`config.mk`:
```
export PLATFORM = sky130hd
export DESIGN_NAME = vend_change_dispenser_flat
export DESIGN_NICKNAME = d
export VERILOG_FILES = /design/src/rtl/vend_change_if.sv /design/src/rtl/vend_change_dispenser.sv /design/src/flat_wrapper.sv
export SDC_FILE = /design/constraint.sdc
export NUM_CORES = 1
export LEC_CHECK = 0
export ABC_AREA = 1
export ABC_CLOCK_PERIOD_IN_PS = 2700
export CAP_MARGIN = 20
export CORE_MARGIN = 10
export CORE_UTILIZATION = 30
export DETAILED_ROUTE_END_ITERATION = 6
export PLACE_DENSITY = 0.48
export RECOVER_POWER = 25
export SYNTH_ARGS = -nofsm -noshare
export SYNTH_HDL_FRONTEND = slang
export SYNTH_SLANG_ARGS = --single-unit
```
`constraint.sdc`:
```
create_clock -name clk -period 2.7 [get_ports clk]
set_clock_uncertainty 0.05 [all_clocks]
set_input_delay 0.81 -clock clk [delete_from_list [all_inputs] [get_ports clk]]
set_output_delay 0.81 -clock clk [all_outputs]
set_load 0.005 [all_outputs]
```
`src/rtl/vend_change_if.sv`:
```
// Bundle between the vending controller and the change dispenser.
// master = controller / test driver, slave = dispenser.
`timescale 1ns/1ps
interface vend_change_if #(
  parameter int AMT_W = 6,
  parameter int INV_W = 4
);
  logic             start;
  logic [AMT_W-1:0] change_amt;
  logic             coin_ack;
  logic             refill;
  logic             clear_fault;
  logic             eject_q;
  logic             eject_d;
  logic             eject_n;
  logic             busy;
  logic             done;
  logic             fault;
  logic [1:0]       err_code;
  logic [AMT_W-1:0] remaining;
  logic [INV_W-1:0] q_cnt;
  logic [INV_W-1:0] d_cnt;
  logic [INV_W-1:0] n_cnt;

  modport master (
    output start, change_amt, coin_ack, refill, clear_fault,
    input  eject_q, eject_d, eject_n, busy, done, fault, err_code,
           remaining, q_cnt, d_cnt, n_cnt
  );

  modport slave (
    input  start, change_amt, coin_ack, refill, clear_fault,
    output eject_q, eject_d, eject_n, busy, done, fault, err_code,
           remaining, q_cnt, d_cnt, n_cnt
  );
endinterface

```
`src/rtl/vend_change_dispenser.sv`:
```
// Change dispenser: greedy quarter/dime/nickel payout over a req/ack hopper
// handshake, with per-denomination inventory.
// Optional: CHANGE_AUDIT_EN adds audit_total, a saturating count of cents ejected.
`timescale 1ns/1ps
module vend_change_dispenser #(
  parameter int AMT_W       = 6,
  parameter int INV_W       = 4,
  parameter int Q_INIT      = 8,
  parameter int D_INIT      = 8,
  parameter int N_INIT      = 8,
  parameter int ACK_TIMEOUT = 15
) (
  input  logic         clk,
  input  logic         reset,
  vend_change_if.slave bus
`ifdef CHANGE_AUDIT_EN
  ,
  output logic [15:0]  audit_total
`endif
);
  localparam int WC_W = $clog2(ACK_TIMEOUT + 1);

  typedef enum logic [2:0] {S_IDLE, S_SELECT, S_EJECT, S_GAP, S_DONE, S_FAULT} state_t;
  typedef enum logic [1:0] {C_NONE, C_Q, C_D, C_N} coin_t;

  state_t           state, state_nxt;
  coin_t            sel, sel_nxt;
  logic             err_set;
  logic [1:0]       err_nxt;
  logic [WC_W-1:0]  wcnt;
  logic [AMT_W-1:0] rem;
  logic [INV_W-1:0] q_cnt, d_cnt, n_cnt;
  logic [AMT_W-1:0] coin_val;
  logic             acked;

  assign acked = (state == S_EJECT) && bus.coin_ack;

  // value of the coin currently being ejected
  always_comb begin
    coin_val = '0;
    case (sel)
      C_Q:     coin_val = AMT_W'(25);
      C_D:     coin_val = AMT_W'(10);
      C_N:     coin_val = AMT_W'(5);
      default: coin_val = '0;
    endcase
  end

  // state register
  always_ff @(posedge clk or posedge reset)
    if (reset) state <= S_IDLE;
    else       state <= state_nxt;

  // next-state, coin selection and error capture
  always_comb begin
    state_nxt = state;
    sel_nxt   = sel;
    err_set   = 1'b0;
    err_nxt   = 2'd0;
    case (state)
      S_IDLE:
        if (bus.start) begin
          if (bus.change_amt % AMT_W'(5) != '0) begin
            state_nxt = S_FAULT; err_set = 1'b1; err_nxt = 2'd1;
          end else if (bus.change_amt == '0) state_nxt = S_DONE;
          else                               state_nxt = S_SELECT;
        end
      S_SELECT:
        if (rem == '0)                                  state_nxt = S_DONE;
        else if (rem >= AMT_W'(25) && q_cnt != '0) begin state_nxt = S_EJECT; sel_nxt = C_Q; end
        else if (rem >= AMT_W'(10) && d_cnt != '0) begin state_nxt = S_EJECT; sel_nxt = C_D; end
        else if (rem >= AMT_W'(5)  && n_cnt != '0) begin state_nxt = S_EJECT; sel_nxt = C_N; end
        else begin
          state_nxt = S_FAULT; err_set = 1'b1; err_nxt = 2'd2;
        end
      S_EJECT:
        if (bus.coin_ack) state_nxt = S_GAP;
        else if (wcnt == WC_W'(ACK_TIMEOUT - 1)) begin
          state_nxt = S_FAULT; err_set = 1'b1; err_nxt = 2'd3;
        end
      S_GAP:   state_nxt = S_SELECT;
      S_DONE:  state_nxt = S_IDLE;
      S_FAULT: if (bus.clear_fault) state_nxt = S_IDLE;
      default: state_nxt = S_IDLE;
    endcase
  end

  // datapath: remaining amount, inventories, ack wait counter, error code
  always_ff @(posedge clk or posedge reset)
    if (reset) begin
      sel          <= C_NONE;
      wcnt         <= '0;
      rem          <= '0;
      bus.err_code <= 2'd0;
      q_cnt        <= INV_W'(Q_INIT);
      d_cnt        <= INV_W'(D_INIT);
      n_cnt        <= INV_W'(N_INIT);
    end else begin
      sel  <= sel_nxt;
      wcnt <= (state == S_EJECT) ? wcnt + 1'b1 : '0;
      if (err_set) bus.err_code <= err_nxt;
      if (state == S_IDLE && bus.start && state_nxt == S_SELECT) rem <= bus.change_amt;
      if (state == S_FAULT && bus.clear_fault) begin
        rem          <= '0;
        bus.err_code <= 2'd0;
      end
      if (bus.refill && (state == S_IDLE || state == S_FAULT)) begin
        q_cnt <= INV_W'(Q_INIT);
        d_cnt <= INV_W'(D_INIT);
        n_cnt <= INV_W'(N_INIT);
      end
      // greedy guards in SELECT keep rem and the counts from underflowing
      if (acked) begin
        rem <= rem - coin_val;
        case (sel)
          C_Q:     q_cnt <= q_cnt - 1'b1;
          C_D:     d_cnt <= d_cnt - 1'b1;
          C_N:     n_cnt <= n_cnt - 1'b1;
          default: ;
        endcase
      end
    end

  // registered status outputs, derived from the upcoming state
  always_ff @(posedge clk or posedge reset)
    if (reset) begin
      bus.eject_q <= 1'b0;
      bus.eject_d <= 1'b0;
      bus.eject_n <= 1'b0;
      bus.busy    <= 1'b0;
      bus.done    <= 1'b0;
      bus.fault   <= 1'b0;
    end else begin
      bus.eject_q <= (state_nxt == S_EJECT) && (sel_nxt == C_Q);
      bus.eject_d <= (state_nxt == S_EJECT) && (sel_nxt == C_D);
      bus.eject_n <= (state_nxt == S_EJECT) && (sel_nxt == C_N);
      bus.busy    <= (state_nxt == S_SELECT) || (state_nxt == S_EJECT) ||
                     (state_nxt == S_GAP)    || (state_nxt == S_DONE);
      bus.done    <= (state_nxt == S_DONE);
      bus.fault   <= (state_nxt == S_FAULT);
    end

  assign bus.remaining = rem;
  assign bus.q_cnt     = q_cnt;
  assign bus.d_cnt     = d_cnt;
  assign bus.n_cnt     = n_cnt;

`ifdef CHANGE_AUDIT_EN
  logic [16:0] audit_sum;

  // saturating sum of ejected cents
  always_comb audit_sum = {1'b0, audit_total} + 17'(coin_val);

  // cumulative audit counter, only reset clears it
  always_ff @(posedge clk or posedge reset)
    if (reset)      audit_total <= '0;
    else if (acked) audit_total <= audit_sum[16] ? 16'hFFFF : audit_sum[15:0];
`endif
endmodule

```
`src/flat_wrapper.sv`:
```
// flat-port wrapper written by rule: the top's interface ports become plain ports
module vend_change_dispenser_flat 
#(
  parameter int AMT_W       = 6,
  parameter int INV_W       = 4,
  parameter int Q_INIT      = 8,
  parameter int D_INIT      = 8,
  parameter int N_INIT      = 8,
  parameter int ACK_TIMEOUT = 15
)
  (clk, reset, bus_start, bus_change_amt, bus_coin_ack, bus_refill, bus_clear_fault, bus_eject_q, bus_eject_d, bus_eject_n, bus_busy, bus_done, bus_fault, bus_err_code, bus_remaining, bus_q_cnt, bus_d_cnt, bus_n_cnt);
  vend_change_if #(.AMT_W(AMT_W), .INV_W(INV_W)) bus_i ();
  input  logic clk;
  input  logic reset;
  input wire logic [$bits(bus_i.start)-1:0] bus_start;
  input wire logic [$bits(bus_i.change_amt)-1:0] bus_change_amt;
  input wire logic [$bits(bus_i.coin_ack)-1:0] bus_coin_ack;
  input wire logic [$bits(bus_i.refill)-1:0] bus_refill;
  input wire logic [$bits(bus_i.clear_fault)-1:0] bus_clear_fault;
  output wire logic [$bits(bus_i.eject_q)-1:0] bus_eject_q;
  output wire logic [$bits(bus_i.eject_d)-1:0] bus_eject_d;
  output wire logic [$bits(bus_i.eject_n)-1:0] bus_eject_n;
  output wire logic [$bits(bus_i.busy)-1:0] bus_busy;
  output wire logic [$bits(bus_i.done)-1:0] bus_done;
  output wire logic [$bits(bus_i.fault)-1:0] bus_fault;
  output wire logic [$bits(bus_i.err_code)-1:0] bus_err_code;
  output wire logic [$bits(bus_i.remaining)-1:0] bus_remaining;
  output wire logic [$bits(bus_i.q_cnt)-1:0] bus_q_cnt;
  output wire logic [$bits(bus_i.d_cnt)-1:0] bus_d_cnt;
  output wire logic [$bits(bus_i.n_cnt)-1:0] bus_n_cnt;
  assign bus_i.start = bus_start;
  assign bus_i.change_amt = bus_change_amt;
  assign bus_i.coin_ack = bus_coin_ack;
  assign bus_i.refill = bus_refill;
  assign bus_i.clear_fault = bus_clear_fault;
  assign bus_eject_q = bus_i.eject_q;
  assign bus_eject_d = bus_i.eject_d;
  assign bus_eject_n = bus_i.eject_n;
  assign bus_busy = bus_i.busy;
  assign bus_done = bus_i.done;
  assign bus_fault = bus_i.fault;
  assign bus_err_code = bus_i.err_code;
  assign bus_remaining = bus_i.remaining;
  assign bus_q_cnt = bus_i.q_cnt;
  assign bus_d_cnt = bus_i.d_cnt;
  assign bus_n_cnt = bus_i.n_cnt;
  vend_change_dispenser #(.AMT_W(AMT_W), .INV_W(INV_W), .Q_INIT(Q_INIT), .D_INIT(D_INIT), .N_INIT(N_INIT), .ACK_TIMEOUT(ACK_TIMEOUT)) u_core (.clk(clk), .reset(reset), .bus(bus_i));
endmodule
```
Word-level counts from Yosys, hierarchy flattened
Cells that the tools add are included.
{"block": "op_classes", "add_sub_neg": 5, "mul": 0, "div": 1, "order_cmp": 3, "n_eq_ne": 16, "shift": 0, "n_mux": 50, "bitwise": 0, "reduce_logical": 24}
{"operator": "$mux 4", "count": 10}
{"operator": "$mux 3", "count": 10}
{"operator": "$mux 2", "count": 14}
{"operator": "$mux 6", "count": 3}
{"operator": "$pmux 3 s5", "count": 1}
{"operator": "$pmux 5 s3", "count": 1}
{"operator": "$eq 3x2->1 const B", "count": 4}
{"operator": "$logic_not 6->1", "count": 2}
{"operator": "$reduce_bool 4->1", "count": 3}
{"operator": "$sub 4x1->4 const B", "count": 3}
{"operator": "$logic_and 1x1->1", "count": 11}
{"operator": "$eq 3x3->1 const B", "count": 3}
{"operator": "$mux 1", "count": 9}
{"operator": "$eq 2x2->1 const B", "count": 4}
{"operator": "$eq 3x1->1 const B", "count": 2}
{"operator": "$ge 6x3->1 const B", "count": 1}
{"operator": "$ge 6x4->1 const B", "count": 1}
{"operator": "$ge 6x5->1 const B", "count": 1}
{"operator": "$mod 6x3->6 const B", "count": 1}
{"operator": "$pmux 2 s3", "count": 1}
{"operator": "$reduce_bool 6->1", "count": 1}
{"operator": "$sub 6x5->6", "count": 1}
{"operator": "$add 4x1->4 const B", "count": 1}
{"operator": "$eq 2x1->1 const B", "count": 2}
{"operator": "other kinds (6)", "count": 9}
{"block": "word_totals", "register_bits": 35, "latch_bits": 0, "ram_bits": 0, "rom_bits": 0, "in_bits": 12, "output_inout_bits": 26, "elab_cells": 113, "memories": 0}

Logic depth before layout (Yosys ltp)
Gate-level depths: netlist of the first run.
{"block": "depth", "word_depth": 12, "ltp_mapped": 20, "ltp_nobuf": 20}

Worst setup path before layout of the first run
No wires, ideal clock.
{"block": "synth_path", "path_kind": "input port to flip-flop", "startpoint": "in bus_change_amt[4]", "endpoint": "reg u_core.rem[3], in the netlist u_core.bus.remaining[3]", "setup_ns": 0.066, "t_arrival_ns": 2.564, "required_ns": 2.584, "path_slack_ns": 0.020, "path_stages": 19, "path_buffers": 0, "path_cell_list": "inv_1 -> a21oi_1 -> nand2_2 -> nand2_2 -> nand2_1 -> nand2_1 -> inv_1 -> ha_1 -> inv_1 -> nand2_4 -> nand3_4 -> nand2_1 -> o21ai_1 -> nand3_2 -> nor2_2 -> nand4_4 -> nand2_4 -> nand2_1 -> nand2_1"}
{"block": "synth_via", "elab_chain_len": 8, "elab_cells_between_ends": 10, "classes_between": "1 x div; 1 x eq/ne; 4 x mux; 4 x reduce/logical"}
{"element": "start, declared", "line": "flat_wrapper.sv:16", "rtl": "input wire logic [$bits(bus_i.change_amt)-1:0] bus_change_amt;"}
{"element": "$mod 6x3->6 or $logic_not 6->1 (tied branches)", "line": "vend_change_dispenser.sv:63, vend_change_dispenser.sv:65"}
{"element": "$reduce_bool 6->1 or $mux 3 (tied branches)", "line": "vend_change_dispenser.sv:63, vend_change_dispenser.sv:65"}
{"element": "$mux 3 *", "line": "vend_change_dispenser.sv:63", "rtl": "if (bus.change_amt % AMT_W'(5) != '0) begin"}
{"element": "$mux 3 *", "line": "vend_change_dispenser.sv:62", "rtl": "if (bus.start) begin"}
{"element": "$pmux 3 s5 *", "line": "vend_change_dispenser.sv:60", "rtl": "case (state)"}
{"element": "$eq 3x1->1 *", "line": "vend_change_dispenser.sv:102", "rtl": "if (state == S_IDLE && bus.start && state_nxt == S_SELECT) rem <= bus.change_amt;"}
{"element": "$logic_and 1x1->1 *", "line": "vend_change_dispenser.sv:102"}
{"element": "$reduce_bool 3->1 (no line) *"}
{"element": "end signal, assigned", "line": "vend_change_dispenser.sv:102"}
{"element": "end signal, assigned", "line": "vend_change_dispenser.sv:114", "rtl": "rem <= rem - coin_val;"}
{"element": "end, declared", "line": "vend_change_dispenser.sv:31", "rtl": "logic [AMT_W-1:0] rem;"}
Every way passes the cells marked *; elsewhere a longest branch is shown, timed or not.
A chain may end at the register's enable or synchronous reset.

Final worst setup path of the first run
{"block": "layout_path", "startpoint": "in bus_change_amt[4]", "endpoint": "reg u_core.bus.err_code[1]"}
{"block": "layout_via", "elab_chain_len": 6}
{"element": "$mod 6x3->6", "line": "vend_change_dispenser.sv:63"}
{"element": "$reduce_bool 6->1", "line": "vend_change_dispenser.sv:63"}
{"element": "$mux 1", "line": "vend_change_dispenser.sv:63"}
{"element": "$mux 1", "line": "vend_change_dispenser.sv:62"}
{"element": "$pmux 1 s3", "line": "vend_change_dispenser.sv:60"}
{"element": "$reduce_bool 2->1 (no line)"}
{"element": "end signal, assigned", "line": "vend_change_dispenser.sv:101", "rtl": "if (err_set) bus.err_code <= err_nxt;"}
{"element": "end, declared", "line": "vend_change_if.sv:33", "rtl": "output eject_q, eject_d, eject_n, busy, done, fault, err_code,"}
No other way between the ends.

==> results of run 1 <==
==> registers in the layout, indices dropped and copies added (netlist names), 2 cells and up <==
register and count:
u_core.state 3, u_core.bus.remaining 6, u_core.bus.q_cnt 4, u_core.sel 2, u_core.bus.n_cnt 4, u_core.bus.d_cnt 4, u_core.wcnt 4, u_core.bus.err_code 2
==> Yosys cell counts (2+ instances only) <==
| master | number |
|---|---|
| nor3_1 | 5 |
| o21ai_1 | 3 |
| o22ai_1 | 5 |
| dfstp_2 | 3 |
| nand2_2 | 4 |
| o21a_1 | 3 |
| dfrtp_1 | 32 |
| nand3_1 | 31 |
| xnor2_1 | 2 |
| nand2_1 | 58 |
| o21ai_0 | 12 |
| inv_1 | 61 |
| nand2_4 | 3 |
| ha_1 | 16 |
| a21oi_1 | 16 |
| nor2_1 | 28 |
| inv_2 | 2 |
| nand4_1 | 4 |
| nor4_1 | 2 |
==> metrics by stage <==
stage,setup TNS (ns),cells,hold slack [ns]
floorplan,0,309,0.4036
global placement,-6.421,474,0.4344
detailed placement,-6.905,474,0.4361
CTS,0,485,0.4467
global route,-0.02818,487,0.4708
finish,0,487,0.4438
==> layer usage <==
metal / up-vias / part of all wire [%] / GRT usage [%]
li1: 1157 / - / -
met1: 1007 / 47 / 12.08
met2: 27 / 48 / 16.90
met3: 7 / 4.1 / 2.201
met4: 0 / 1.3 / 3.531
met5: - / 0 / 0
==> path summary, 6_finish.rpt <==
check / startpoint / depth (start not counted) / endpoint
worst max-delay path: bus_change_amt[4] / 19 / u_core.bus.err_code[1]
worst min-delay path: u_core.wcnt[0] / 1 / u_core.wcnt[0]
worst max register to register: u_core.sel[0] / 15 / u_core.bus.remaining[4]
worst min register to register: u_core.wcnt[0] / 1 / u_core.wcnt[0]
max in group asynchronous: reset / 3 / u_core.bus.remaining[3]
min in group asynchronous: reset / 3 / u_core.wcnt[2]
==> final cells by class <==
cell class | instances | area (um^2) | share of cell area [%]
sequential | 35 | 879.6 | 27.31
clock buffer | 5 | 68.82 | 2.137
clock inverter | 3 | 15.01 | 0.4662
tap | 102 | 127.6 | 3.963
multi-input combinational | 211 | 1304 | 40.48
inverter | 63 | 236.5 | 7.343
timing repair buffer | 68 | 589.3 | 18.30
==> power by group <==
| part | switching [uW] | internal, uW |
|---|---|---|
| registers | 171 | 720 |
| logic | 900 | 795 |
| clock network | 193 | 176 |
| total | 1260 | 1690 |
==> critical path: cells and delay by family <==
family                   cells  cell delay (ns)
AO/OA/AOI/OAI                4             0.44
adder cells (fa/ha/maj)      1             0.16
buffers and inverters        7             0.79
AND/OR/NAND/NOR              7             0.54
==> cell usage in the layout, fill, tap and decap left out, types with 2 or more instances in the layout <==
cell type / Yosys / layout
inv_1: 61 / 57
nand2_1: 58 / 52
clkdlybuf4s50_1: 0 / 32
dfrtp_1: 32 / 32
buf_4: 0 / 30
nor2_1: 28 / 28
nand3_1: 31 / 24
a21oi_1: 16 / 15
ha_1: 16 / 15
o21ai_0: 12 / 12
nand2_2: 4 / 10
nand3_2: 1 / 7
inv_2: 2 / 6
nor3_1: 5 / 5
o22ai_1: 5 / 5
clkbuf_8: 0 / 5
nand4_1: 4 / 4
nand2_4: 3 / 3
o21ai_2: 1 / 3
o21a_1: 3 / 3
clkinv_2: 0 / 3
clkbuf_2: 0 / 3
dfstp_2: 3 / 3
xnor2_1: 2 / 2
nand3_4: 1 / 2
nor4_1: 2 / 2
==> repair_timing <==
action / 4_1_cts / 5_1_grt
buffers inserted: 3 / 2
resized for setup: 13 / 20
setup endpoints to repair: 12 / 12
pin swaps: 9 / 8
==> cell families (layout without fill, tap and decap cells) <==
group / after synthesis / count (layout) / synth area share [%]
AOI/OAI and AO/OA: 46 / 46 / 11.42
xor gates and xnor gates: 3 / 3 / 1.126
adders and majority gates: 17 / 17 / 9.437
buffers and inverters: 63 / 139 / 10.13
DFF: 35 / 35 / 37.69
muxes: 1 / 1 / 0.4825
and+or+nand+nor: 144 / 144 / 29.71
==> impl_metrics.csv, run 1 <==
group,metric,value,unit
setup_path,reg2reg_setup_slack,0.36,ns
yosys,synth_flop_cell,"dfrtp_1",
grt,grt_overflow,0,
placement,placed_area,0.003027,mm^2
final_layout,nets,413,
grt,grt_pass1_wl,9.570,mm
final_layout,post-route-util,42.11,%
yosys,synth_area,0.002333,mm^2
flow_run,cap_violations,0,
detailed_routing,finalWirelength,6.003,mm
yosys,ys_ff_latch,35,
cts,cts_root_buf,"clkbuf_8",
final_layout,drive_gt1_share,21.56,%
grt,grt_pass1_vias,2102,
final_layout,num-fill-cells,805,
power_and_ir_drop,powerDensity,917.7,mW/mm^2
yosys,ys_types,38,
placement,gp_congestion,0.8484,
yosys,yosysTopAreaCell,"dfrtp_1",
timing,max_freq,0.3828,GHz
grt,antenna_found_initial,0,
power_and_ir_drop,ir_drop,0.0002597,V
setup_path,cp.required,2.83,ns
setup_path,crit_top_cell,"nand2_2",
yosys,yosysTopAreaCellShare,34.32,%
timing,slew_violations,0,
setup_path,critical_path.max_stage_delay,0.21,ns
yosys,async_flop_share,100.0,%
yosys,synth_fp_nets,338,
detailed_routing,first_pass_iters,4,
grt,grt_max_degree,36,
placement,hpwl,4.728,mm
timing,period_needed,2.612,ns
setup_path,cp_max_fo,3,
detailed_routing,num_vias,2198,
timing,slew_headroom,39.24,%
setup_path,crit_path_start_kind,"input pin",
die,core_area,0.007647,mm^2
placement,place_ws,-0.5952,ns
timing,hold_viol,0,
die,die_h,108.2,um
placement,port_buffers,37,
die,die_w,108.2,um
die,initial_core_util,30.51,%
cts,cts_made_buffers,5,
final_layout,postLayoutCellArea,0.003221,mm^2
timing,report.final.setup_viol,0,
yosys,avgSynthCellArea,7.552,um^2
die,rows,32,
detailed_routing,ant_nets,0,
cts,clkTransAtPathRegs,0.07,ns
yosys,synth-edff-count,0,
cts,cts_tree,"yes",
die,dieArea,0.01171,mm^2
yosys,synth_cells,309,
cts,clk_latency,0.29,ns
setup_path,cp_slowest_cell,"clkdlybuf4s15_1",
cts,cts.sinks,35,
outcome,outcome,"finished, final reports clean",
hold_path,hold_path.class,"reg2reg",
detailed_routing,routedWlPerCell,12.33,um
power_and_ir_drop,leakage,0.001637,uW
cts,cts_buffer_depth,2,
cts,holdBufCountCts,0,
detailed_routing,drc,0,
yosys,yosys_warnings,0,
power_and_ir_drop,power,2955,uW
detailed_routing,drt_iter0_drc,76,
yosys,ys_top_cells_by_area,"dfrtp_1, inv_1, nand2_1",
timing,final.period_utilization,96.76,%
grt,track_usage,9.956,%
setup_path,worstPathCellList,"clkdlybuf4s15_1 -> inv_2 -> a21oi_2 -> nand2_2 -> nand2_2 -> nand2_2 -> nand2_2 -> inv_2 -> buf_4 -> ha_1 -> nand2_1 -> nand3_1 -> nand3_2 -> o21ai_2 -> inv_2 -> o21ai_2 -> buf_4 -> buf_4 -> a31o_2",
cts,htreeDepth,2,
setup_path,arrival,2.74,ns
final_layout,antenna_cells,0,
setup_path,cp-end-kind,"flop",
yosys,ys_seq_area_share,37.69,%
timing,worst_slack,0.08754,ns
timing,tightest_slew,0.9114,ns
final_layout,area_growth,38.02,%
detailed_routing,via_per_inst,4.513,
die,io_pins,38,
setup_path,worst-setup-path-type,"in2reg",
No activity file was read; power rests on OpenSTA's default activity.
==> run 2, diff against run 1 <==
==> constraint.sdc (replaced) <==
create_clock -name clk -period 2.7 [get_ports clk]
set_clock_uncertainty 0.05 [all_clocks]
set_input_delay 0.54 -clock clk [delete_from_list [all_inputs] [get_ports clk]]
set_output_delay 0.54 -clock clk [all_outputs]
set_load 0.005 [all_outputs]
==> run 2 against run 1 <==
Net effect: utilization down 0.75 points; critical endpoint is now u_core.bus.remaining[1]; power fell by 0.74%; die area did not move; non-clock buffer count shrank 9; routed wire length is 0.13% lower; combinational power barely moved; clock-buffer cell count stayed put; critical path depth is 1 higher; critical path type unchanged; hold slack got worse by 0.0053 ns; sequential power hardly changed; highest routed layer unchanged.
==> impl_metrics.csv, run 2 (synthesis gave the netlist of run 1 again) <==
group,metric,value,unit
power_and_ir_drop,power,2934,uW
hold_path,hold_start,"u_core.wcnt[0]",
timing,tightest_slew,0.8916,ns
cts,clk_latency,0.29,ns
cts,cts_made_buffers,5,
die,core_area,0.007647,mm^2
grt,antenna_found_initial,0,
placement,place_ws,-0.3397,ns
flow_run,cap_violations,0,
placement,hpwl,4.757,mm
setup_path,crit_start,"bus_change_amt[5]",
setup_path,arrival,2.58,ns
timing,worst_slack,0.2889,ns
die,initial_core_util,30.51,%
grt,grt_pass1_vias,2140,
power_and_ir_drop,sw_frac_of_total,43.31,%
setup_path,r2r_start,"u_core.sel[1]",
cts,cts_buffer_depth,2,
timing,hold_ws,0.4385,ns
setup_path,worst-setup-path-type,"in2reg",
detailed_routing,via_per_inst,4.615,
final_layout,nets,404,
detailed_routing,num_vias,2206,
power_and_ir_drop,powerDensity,927.5,mW/mm^2
cts,htreeDepth,2,
die,io_pins,38,
power_and_ir_drop,leakage,0.001624,uW
final_layout,area_growth,35.55,%
die,die_h,108.2,um
hold_path,hold_path.class,"reg2reg",
final_layout,antenna_cells,0,
setup_path,crit_path_start_kind,"input pin",
final_layout,num-fill-cells,807,
placement,gp_congestion,0.8483,
final_layout,final_cell_mix,"inv_1, nand2_1, clkdlybuf4s50_1, dfrtp_1, nor2_1",
timing,slew_headroom,40.56,%
power_and_ir_drop,pwr-share-comb,56.9,%
setup_path,cp_max_fo,7,
final_layout,instances_no_fill,478,
timing,report.final.setup_viol,0,
setup_path,reg2reg_to,"u_core.bus.remaining[4]",
power_and_ir_drop,power.internal,1663,uW
timing,final.period_utilization,89.30,%
setup_path,endpoint,"u_core.bus.remaining[1]",
placement,place_inst,469,
final_layout,largest_reg_flops,6,
die,die_w,108.2,um
grt,track_usage,10.44,%
die,dieArea,0.01171,mm^2
power_and_ir_drop,ir_drop,0.0002676,V
timing,grt_setup_unrepaired,"no",
die,rows,32,
detailed_routing,drt_iter0_drc,55,
final_layout,drive_gt1_share,17.29,%
detailed_routing,routedWlPerCell,12.54,um
setup_path,rr_worst_depth,16,
timing,period_needed,2.411,ns
power_and_ir_drop,power.switching,1271,uW
cts,cts.sinks,35,
grt,grt_overflow,0,
detailed_routing,first_pass_iters,4,
cts,cts_root_buf,"clkbuf_8",
cts,holdBufCountCts,0,
placement,port_buffers,37,
grt,grt_pass1_wl,10.03,mm
timing,max_freq,0.4148,GHz
power_and_ir_drop,sequentialPowerShare,30.5,%
timing,slew_violations,0,
timing,hold_viol,0,
setup_path,cp.required,2.87,ns
setup_path,cp-end-kind,"flop",
detailed_routing,ant_nets,0,
outcome,outcome,"finished, final reports clean",
grt,grt_max_degree,36,
detailed_routing,finalWirelength,5.995,mm
setup_path,reg2reg_setup_slack,0.31,ns
detailed_routing,drc,0,
cts,cts_tree,"yes",
final_layout,final_common_cell,"inv_1",
power_and_ir_drop,clkPwrFrac,12.6,%
cts,clkTransAtPathRegs,0.07,ns
-- run 2: cell types whose count changed in the layout (fill, tap and decap cells not counted), moves of 3 or more --
cell            previous run  this run
nand3_2                    7         4
dlymetal6s2s_1             0         4
nand3_1                   24        27
buf_4                     30        21
o21ai_2                    3         0
-- run 2: critical path, stage by stage --
cell            delay (ns)
dlymetal6s2s_1        0.21
inv_1                 0.10
nand2_2               0.07
nand3_1               0.07
nand2_2               0.08
nand2_2               0.06
nand2_2               0.07
nand2_2               0.06
inv_1                 0.07
ha_2                  0.18
inv_2                 0.04
nand2_4               0.08
nand3_4               0.12
o21ai_4               0.19
nand3_4               0.11
nor2_4                0.13
nand4_4               0.14
nand2_4               0.14
nand2_1               0.06
nand2_1               0.06
-- run 2: metal layers --
layer | up-vias | GRT usage (%) | wire, um
met2 | 29 | 17.67 | 2849
li1 | 1134 | - | -
met3 | 5 | 2.142 | 202
met4 | 0 | 3.435 | 76
met5 | - | 0 | 0
met1 | 1038 | 12.91 | 2865
-- run 2: cell type report --
type	count	area (um^2)	area share, %
clock buffer	5	68.82	2.176
clock inverter	3	15.01	0.4747
inverter	63	236.5	7.476
multi-input combinational	211	1292	40.86
sequential	35	879.6	27.81
tap	102	127.6	4.035
timing repair buffer	59	543.0	17.17
-- run 2: what timing repair did --
item,in CTS,in global routing
endpoints found under the setup margin,9,12
gates resized for setup,2,21
setup buffers,0,1
endpoints found under the hold margin,0,0
pin swaps,0,6
-- run 2: per-stage QoR --
step / cell area, um^2 / setup TNS [ns] / util [%]
global route: 3163 / 0 / 41.36
floorplan: 2333 / 0 / -
finish: 3163 / 0 / 41.36
CTS: 3080 / 0 / 40.28
detailed placement: 2989 / -3.587 / 39.09
global placement: 2989 / -2.787 / 39.09
-- run 2: worst min-delay path by stage --
stage	endpoint	cells after the start	slack, ns
after floorplan	u_core.wcnt[0]	1	0.40
after global placement	u_core.wcnt[0]	1	0.43
after detailed placement	u_core.wcnt[0]	1	0.44
after CTS	u_core.wcnt[0]	1	0.45
after global routing	u_core.wcnt[0]	1	0.48
final	u_core.wcnt[0]	1	0.44
-- run 2: power by group through the flow --
stage	registers [uW]	clock network [uW]	logic [uW]
4_1_cts	900	386	1660
3_3_place_gp	907	0	1630
6_report	894	371	1670
3_5_place_dp	908	0	1650
5_1_grt	933	405	1910
2_1_floorplan	876	0	1010
